**src/rtl/assert_report_arbiter.sv**
```systemverilog
// Round-robin arbiter that funnels assertion-monitor failure pulses into one valid/ready report port.
// Optional per-report timestamps are compiled in with ASSERT_REPORT_ARBITER_TIMESTAMP_EN.
module assert_report_arbiter #(
   parameter int unsigned N_REQ = 4,
   parameter int unsigned ID_W  = 2,
   parameter int unsigned CNT_W = 16
`ifdef ASSERT_REPORT_ARBITER_TIMESTAMP_EN
   ,
   parameter int unsigned TS_W  = 32
`endif
) (
   input  logic             CLK,
   input  logic             RESETN,
   input  logic [N_REQ-1:0] fail_i,
   output logic             rpt_valid,
   input  logic             rpt_ready,
   output logic [ID_W-1:0]  rpt_id,
   output logic             rpt_overrun,
`ifdef ASSERT_REPORT_ARBITER_TIMESTAMP_EN
   output logic [TS_W-1:0]  rpt_ts,
`endif
   output logic [N_REQ-1:0] pending,
   output logic [CNT_W-1:0] fail_count,
   output logic             first_valid,
   output logic [ID_W-1:0]  first_id
);

   logic             r_rpt_valid;
   logic [ID_W-1:0]  r_rpt_id;
   logic             r_rpt_overrun;
   logic [N_REQ-1:0] r_pending;
   logic [N_REQ-1:0] r_overrun;
   logic [ID_W-1:0]  r_ptr;
   logic [CNT_W-1:0] r_fail_count;
   logic             r_first_valid;
   logic [ID_W-1:0]  r_first_id;

   logic [N_REQ-1:0] w_req;
   logic             w_slot_free;
   logic             w_gnt_vld;
   logic             w_grant;
   logic [ID_W-1:0]  w_gnt_idx;
   logic [ID_W:0]    w_sum_idx;
   logic [ID_W-1:0]  w_idx;
   logic [N_REQ-1:0] w_gnt_oh;
   logic             w_gnt_ovr;
   logic [ID_W-1:0]  w_ptr_nxt;
   logic [N_REQ-1:0] w_pending_d;
   logic [N_REQ-1:0] w_overrun_d;
   logic [4:0]       w_popcnt;
   logic [CNT_W:0]   w_cnt_sum;
   logic [CNT_W-1:0] w_cnt_nxt;
   logic [ID_W-1:0]  w_first_idx;

   assign w_req       = r_pending | fail_i;
   assign w_slot_free = !r_rpt_valid || rpt_ready;

   // Search from r_ptr upward, wrapping modulo N_REQ (which need not be a power of two).
   always_comb begin
      w_gnt_vld = 1'b0;
      w_gnt_idx = '0;
      w_sum_idx = '0;
      w_idx     = '0;
      for (int unsigned k = 0; k < N_REQ; k++) begin
         w_sum_idx = {1'b0, r_ptr} + (ID_W+1)'(k);
         if (w_sum_idx >= (ID_W+1)'(N_REQ)) begin
            w_sum_idx = w_sum_idx - (ID_W+1)'(N_REQ);
         end
         w_idx = w_sum_idx[ID_W-1:0];
         if (!w_gnt_vld && w_req[w_idx]) begin
            w_gnt_vld = 1'b1;
            w_gnt_idx = w_idx;
         end
      end
   end

   assign w_grant   = w_gnt_vld && w_slot_free;
   assign w_gnt_oh  = w_grant ? (N_REQ'(1) << w_gnt_idx) : '0;
   assign w_gnt_ovr = r_overrun[w_gnt_idx] | (r_pending[w_gnt_idx] & fail_i[w_gnt_idx]);
   assign w_ptr_nxt = (w_gnt_idx == ID_W'(N_REQ - 1)) ? '0 : w_gnt_idx + 1'b1;

   // A fresh fail on an already-pending granted index survives as a new pending event.
   assign w_pending_d = (w_req & ~w_gnt_oh) | (w_gnt_oh & r_pending & fail_i);
   assign w_overrun_d = (r_overrun | (r_pending & fail_i)) & ~w_gnt_oh;

   always_comb begin
      w_popcnt = '0;
      for (int unsigned i = 0; i < N_REQ; i++) begin
         w_popcnt = w_popcnt + 5'(fail_i[i]);
      end
   end

   assign w_cnt_sum = {1'b0, r_fail_count} + (CNT_W+1)'(w_popcnt);
   assign w_cnt_nxt = w_cnt_sum[CNT_W] ? {CNT_W{1'b1}} : w_cnt_sum[CNT_W-1:0];

   always_comb begin
      w_first_idx = '0;
      for (int i = N_REQ - 1; i >= 0; i--) begin
         if (fail_i[i]) begin
            w_first_idx = ID_W'(i);
         end
      end
   end

   always_ff @(posedge CLK) begin
      if (!RESETN) begin
         r_rpt_valid   <= 1'b0;
         r_rpt_id      <= '0;
         r_rpt_overrun <= 1'b0;
         r_pending     <= '0;
         r_overrun     <= '0;
         r_ptr         <= '0;
         r_fail_count  <= '0;
         r_first_valid <= 1'b0;
         r_first_id    <= '0;
      end else begin
         r_pending    <= w_pending_d;
         r_overrun    <= w_overrun_d;
         r_fail_count <= w_cnt_nxt;
         if (w_slot_free) begin
            r_rpt_valid <= w_gnt_vld;
         end
         if (w_grant) begin
            r_rpt_id      <= w_gnt_idx;
            r_rpt_overrun <= w_gnt_ovr;
            r_ptr         <= w_ptr_nxt;
         end
         if (!r_first_valid && (|fail_i)) begin
            r_first_valid <= 1'b1;
            r_first_id    <= w_first_idx;
         end
      end
   end

`ifdef ASSERT_REPORT_ARBITER_TIMESTAMP_EN
   logic [TS_W-1:0] r_cyc;
   logic [TS_W-1:0] r_rpt_ts;
   logic [TS_W-1:0] r_ts [N_REQ];

   // Timestamp is captured only when an index goes from idle to pending; merged fails keep it.
   always_ff @(posedge CLK) begin
      if (!RESETN) begin
         r_cyc    <= '0;
         r_rpt_ts <= '0;
         for (int i = 0; i < N_REQ; i++) begin
            r_ts[i] <= '0;
         end
      end else begin
         r_cyc <= r_cyc + 1'b1;
         if (w_grant) begin
            r_rpt_ts <= r_pending[w_gnt_idx] ? r_ts[w_gnt_idx] : r_cyc;
         end
         for (int i = 0; i < N_REQ; i++) begin
            if (fail_i[i] && (w_gnt_oh[i] ? r_pending[i] : !r_pending[i])) begin
               r_ts[i] <= r_cyc;
            end
         end
      end
   end

   assign rpt_ts = r_rpt_ts;
`endif

   assign rpt_valid   = r_rpt_valid;
   assign rpt_id      = r_rpt_id;
   assign rpt_overrun = r_rpt_overrun;
   assign pending     = r_pending;
   assign fail_count  = r_fail_count;
   assign first_valid = r_first_valid;
   assign first_id    = r_first_id;

endmodule

```
**config.mk**
```make
export PLATFORM = sky130hd
export DESIGN_NAME = assert_report_arbiter
export DESIGN_NICKNAME = d
export VERILOG_FILES = /design/src/rtl/assert_report_arbiter.sv
export SDC_FILE = /design/constraint.sdc
export NUM_CORES = 1
export LEC_CHECK = 0
export ABC_AREA = 1
export CORE_MARGIN = 1
export CORE_UTILIZATION = 45
export DETAILED_ROUTE_END_ITERATION = 7
export PLACE_DENSITY_LB_ADDON = 0.1
export SLEW_MARGIN = 20
export SYNTH_ARGS = -nofsm -noshare
export SYNTH_HDL_FRONTEND = slang
export SYNTH_SLANG_ARGS = --single-unit
export TNS_END_PERCENT = 50
```
**constraint.sdc**
```tcl
create_clock -name CLK -period 5 [get_ports CLK]
set_input_delay 1 -clock CLK [delete_from_list [all_inputs] [get_ports CLK]]
set_output_delay 1 -clock CLK [all_outputs]
set_load 0.05 [all_outputs]
```
==> flow_summary.json, run 1 <==
{
  "p_leak_nw": 1.13,
  "startpoint": "fail_i[0]",
  "skew_ps": 5.58,
  "cp_num_buf_inv": 6,
  "pwr-share-seq_pct": 28.1,
  "power.share.switching_pct": 48.8,
  "pin_count": 34,
  "syn_nets": 287,
  "pwr-share-comb_pct": 56.6,
  "slew_headroom_pct": 57.6,
  "dieArea_um2": 4560,
  "drt_pass1_iterations": 4,
  "synthCells": 271,
  "crit_fanout": 6,
  "cpMostUsedCell": "inv_1",
  "area_growth_syn_to_layout_pct": 22.7,
  "wl_per_cell_um": 10.8,
  "synth_ff_type": "dfxtp_1",
  "netlist_area_um2": 1930,
  "routed_wl_um": 3860,
  "num_antenna_cells": 0,
  "fp.dieW_um": 67.5,
  "hold_viol": 0,
  "synthArstFlopShare_pct": 0,
  "multi_input_area_um2": 1030,
  "avgSynthCellArea_um2": 7.13,
  "drtAntennaViolNets": 0,
  "startpoint_type": "input port",
  "yosysMostFrequentCell": "nand2_1",
  "fin_crit_ps": 3750,
  "grt_pass1_vias": 1542,
  "htree_num_levels": 2,
  "drtIter0Drc": 114,
  "worstPathRequired_ps": 5240,
  "fin_nets": 322,
  "synth_top_cell_by_area": "dfxtp_1",
  "whs_ps": 467,
  "timing.rr.start": "fail_count[0]",
  "p_clk_share_pct": 15.3,
  "hold_class": "reg -> reg",
  "antenna_found_initial": 0,
  "gp_congestion": 0.817,
  "crit_family": "adder cells",
  "ys_types": 32,
  "fin_area_um2": 2370,
  "place_area_um2": 2290,
  "crit_path_end_kind": "register",
  "p_int_mw": 0.661,
  "clk-insertion-delay-late_ps": 290,
  "yosysSeqAreaShare_pct": 34.2,
  "grt_pass1_wl_um": 6580,
  "routed_via_density": 4.86,
  "rsz0062_at_grt": "false",
  "synth_warnings": 0,
  "path_clk_slew_ps": 70,
  "fillers": 416,
  "p_sw_mw": 0.631,
  "hpwlAfterDp_um": 2960,
  "numPortBuffers": 33,
  "synth_edf_count": 0,
  "synthTopCellsByArea": "dfxtp_1 34%, nand2_1 12%, inv_1 9.7%",
  "final-setup-viol-count": 0,
  "ir_worst_vdd_uv": 264,
  "cts_tree": "built",
  "p_per_area_nw_per_um2": 545,
  "fmax_mhz": 266,
  "cts_buffer_depth": 2,
  "final_max_slew_viol_count": 0,
  "clkSinkCount": 33,
  "worstHoldStart": "first_id[0]",
  "dieHeight_um": 67.5,
  "cts_hold_buf": 0,
  "status": "complete, no violations",
  "tns_ps": 0,
  "rows": 23,
  "postCtsSetupBuffers": 0,
  "grt_start_max_net_pins": 19,
  "synth_top_area_share_pct": 34.2,
  "worstPathArrival_ps": 3990,
  "fin_util_pct": 58.4,
  "slowest_delay_ps": 570,
  "ys_ff_latch": 33,
  "crit_type": "in -> reg",
  "drive_above_1_share_pct": 10.4,
  "design.core.area_um2": 4060,
  "start_util_pct": 47.6,
  "regArea_um2": 661,
  "ctsResizeCount": 0,
  "maxCapViolCount": 0,
  "root_buffer": "clkbuf_8",
  "grt-ovfl-total": 0,
  "path_cells": "clkdlybuf4s50_1 > fa_1 > inv_1 > fa_1 > inv_1 > fa_1 > nand2_1 > nor2_2 > nand3_2 > nor2_2 > nand2_2 > nor2_2 > inv_1 > nor2_2 > inv_1 > o21ai_0 > o21ai_1 > inv_1",
  "yosys-top-cells-count": "60 x nand2_1, 50 x inv_1, 33 x dfxtp_1",
  "cts_made_buffers": 5,
  "tightestPinTransition_ps": 634,
  "slowest_stage": "fa_1",
  "drcViolationCount": 0,
  "vias": 1735,
  "post-route-period-util_pct": 75.1,
  "grt_use_total_pct": 19.4
}
-- tightest hold or removal path, stage by stage, from the launching register on --
cell	delay, ps
dfxtp_1	310
nand2_1	60
a21oi_1	50
-- registers in the layout, summed over array words and instances, names as in the netlist --
signal and cells:
fail_count 16, first_id 2, first_valid 1, pending 4, r_overrun 4, r_ptr 2
rpt_id 2, rpt_overrun 1, rpt_valid 1
-- path summary, 6_finish.rpt --
path	to	slack [ps]	cells past startpoint
min	first_id[0]	470	2
max	fail_count[14]	1250	18
max reg2reg	fail_count[14]	2640	16
min reg2reg	first_id[0]	470	2
-- power groups by stage --
stage / Sequential, mW / Combinational, mW / Clock, mW
floorplan: 0.483 / 0.464 / 0
global placement: 0.369 / 0.729 / 0
detailed placement: 0.368 / 0.734 / 0
CTS: 0.363 / 0.737 / 0.201
global route: 0.371 / 0.817 / 0.210
finish: 0.363 / 0.732 / 0.198
-- cell families (layout without fill, tap and decap cells) --
group | Yosys count | after routing | synth area share [%]
simple gates | 127 | 127 | 31.7
buf+inv | 58 | 94 | 12.5
compound gates | 34 | 34 | 10.0
flops | 33 | 33 | 34.2
xor+xnor | 10 | 10 | 4.53
fa+ha+maj | 9 | 9 | 6.99
-- placed cells by master, fill, tap and decap left out, types with 2 or more instances in the layout --
cell / Yosys / final
o21ai_0: 11 / 11
dfxtp_1: 33 / 33
nor2_1: 16 / 16
inv_4: 2 / 2
nand2_2: 5 / 5
ha_1: 6 / 6
xor2_1: 6 / 6
a21oi_1: 16 / 16
xnor2_1: 4 / 4
nor3_1: 2 / 2
o21ai_1: 2 / 2
clkinv_2: 0 / 2
nand4_1: 5 / 5
inv_1: 50 / 50
clkbuf_8: 0 / 5
nor2_2: 8 / 8
clkdlybuf4s50_1: 0 / 33
nand3_1: 23 / 23
nand2_1: 60 / 60
nand3_2: 3 / 3
fa_1: 3 / 3
-- area by class of cell --
type,count,area share [%]
well taps,50,2.64
multi-input cells,180,43.5
inverters,53,8.61
flip-flops and latches,33,27.9
clock buffers,6,3.06
clock inverters,2,0.422
repair buffers,33,13.9
-- metrics by stage --
| step | power, mW | std cells | worst slack [ps] |
|---|---|---|---|
| final | 1.29 | 357 | 1250 |
| after global routing | 1.40 | 357 | 990 |
| after CTS | 1.30 | 357 | 1220 |
| after detailed placement | 1.10 | 349 | 920 |
| after global placement | 1.10 | 349 | 1010 |
| after floorplan | 0.947 | 271 | 1650 |
-- layer usage --
layer / up-vias / track usage [%] / share of wire (%)
met5: - / 0 / 0
met4: 0 / 7.98 / 1.7
met3: 6 / 4.56 / 4.5
met2: 32 / 30.6 / 44
met1: 777 / 25.3 / 50
li1: 920 / - / -
Note: power is estimated with default switching activity, not from simulation.
==> inputs of run 2 (changes only) <==
clock period = 3.8 ns   (was 5 ns; I/O delays follow)
==> run 2 against run 1 <==
Clock skew shrank 3.0 ps. Register-to-register slack got worse by 1100 ps. Critical path depth unchanged. Critical path type unchanged.
==> flow_summary.json, run 2 (synthesis gave the netlist of run 1 again) <==
{
  "status": "complete, no violations",
  "worstHoldStart": "first_id[0]",
  "gp_congestion": 0.857,
  "drt_pass1_iterations": 4,
  "startpoint_type": "input port",
  "routed_via_density": 4.79,
  "drcViolationCount": 0,
  "final_cells": 362,
  "path_cells": "clkdlybuf4s50_1 > fa_1 > inv_1 > fa_1 > inv_1 > fa_1 > nand2_1 > nor2_2 > nand3_2 > nor2_2 > nand2_2 > nor2_2 > inv_1 > nor2_2 > inv_1 > o21ai_0 > o21ai_1 > inv_1",
  "drive_above_1_share_pct": 11.2,
  "fin_util_pct": 59.3,
  "tightestPinTransition_ps": 517,
  "cp_num_buf_inv": 6,
  "start_util_pct": 47.6,
  "hpwlAfterDp_um": 2920,
  "p_leak_nw": 1.15,
  "slowest_stage": "fa_1",
  "dieHeight_um": 67.5,
  "place_area_um2": 2320,
  "fp.dieW_um": 67.5,
  "clkSinkCount": 33,
  "vias": 1734,
  "fin_crit_ps": 3350,
  "num_antenna_cells": 0,
  "root_buffer": "clkbuf_8",
  "ir_worst_vdd_uv": 308,
  "largest_reg_flops": 16,
  "whs_ps": 474,
  "numPortBuffers": 33,
  "r2r_cells": 16,
  "grt_use_total_pct": 18.5,
  "grt_pass1_wl_um": 6400,
  "grt_start_max_net_pins": 19,
  "hold_path_depth": 2,
  "pin_count": 34,
  "cts_buffer_depth": 2,
  "dieArea_um2": 4560,
  "post-place-cells": 354,
  "fin_area_um2": 2400,
  "clk-insertion-delay-late_ps": 280,
  "crit_family": "adder cells",
  "fin_ws_ps": 446,
  "slew_headroom_pct": 65.5,
  "path_clk_slew_ps": 60,
  "drtIter0Drc": 102,
  "regArea_um2": 661,
  "cp_num_cells": 18,
  "timing.rr.start": "fail_count[0]",
  "p_total_mw": 1.70,
  "hold_class": "reg -> reg",
  "timing.reg2reg.setup_slack_ps": 1520,
  "antenna_found_initial": 0,
  "maxCapViolCount": 0,
  "drtAntennaViolNets": 0,
  "skew_ps": 2.53,
  "slowest_delay_ps": 540,
  "worstPathRequired_ps": 4030,
  "pre_cts_ws_ps": 151,
  "final_cell_mix": "60 x nand2_1, 50 x inv_1, 33 x dfxtp_1, 33 x clkdlybuf4s50_1, 23 x nand3_1",
  "crit_path_end_kind": "register",
  "r2r_end": "fail_count[14]",
  "fmax_mhz": 298,
  "min_to": "first_id[0]",
  "grt-ovfl-total": 0,
  "grt_pass1_vias": 1484,
  "hold_viol": 0,
  "fin_nets": 327,
  "design.core.area_um2": 4060,
  "rsz0062_at_grt": "false",
  "fillers": 389,
  "multi_input_area_um2": 1030,
  "final_max_slew_viol_count": 0,
  "area_growth_syn_to_layout_pct": 24.5,
  "tns_ps": 0,
  "cpMostUsedCell": "inv_1",
  "p_per_area_nw_per_um2": 705,
  "cts_hold_buf": 0,
  "final-setup-viol-count": 0,
  "worstPathArrival_ps": 3580,
  "rows": 23,
  "cts_made_buffers": 5,
  "wl_per_cell_um": 10.6,
  "ctsResizeCount": 0,
  "crit_type": "in -> reg",
  "htree_num_levels": 2,
  "postCtsSetupBuffers": 0,
  "routed_wl_um": 3840,
  "crit_fanout": 4,
  "post-route-period-util_pct": 88.3,
  "cts_tree": "built",
  "final_common_cell": "nand2_1"
}
## run 2: changes by cell type in the layout (fill, tap and decap cells not counted), sizes merged
cell / delta
clkinv: -2
buf: +5
clkbuf: +2
## run 2: per-layer routing
metal	up-vias	global-route usage (%)	part of all wire, %
met4	0	5.59	0.70
met1	758	25.5	52
met3	4	4.05	4.2
met2	34	28.6	43
li1	938	-	-
met5	-	0	0
## run 2: worst register-to-register path: stages, from the launching register on
cell     delay, ps
dfxtp_1        350
inv_1           60
fa_1           380
inv_1           90
fa_1           200
nand2_1         70
nor2_2         140
nand3_2        110
nor2_2         100
nand2_2         90
nor2_2         150
inv_1           70
nor2_2         150
inv_1           80
o21ai_0         70
o21ai_1         70
inv_1           50
## run 2: cell type report
type / instances / area share, %
timing repair buffer: 38 / 15.3
tap: 50 / 2.60
sequential: 33 / 27.5
inverter: 53 / 8.48
multi-input combinational: 180 / 42.8
clock buffer: 8 / 3.33
## run 2: worst max path at each step
stage / start / to
after detailed placement: fail_i[0] / fail_count[14]
after CTS: fail_i[0] / fail_count[14]
after global placement: fail_i[0] / fail_count[14]
final: fail_i[0] / fail_count[14]
after global routing: fail_i[0] / fail_count[14]
after floorplan: fail_i[0] / fail_count[14]
## run 2: power by group
group          switching, mW  leakage, nW  internal, mW  total [mW]
Clock                  0.119       0.0395         0.130       0.249
Combinational          0.641        0.837         0.328       0.969
Sequential            0.0584        0.270         0.419       0.477
Total                  0.819         1.15         0.877        1.70
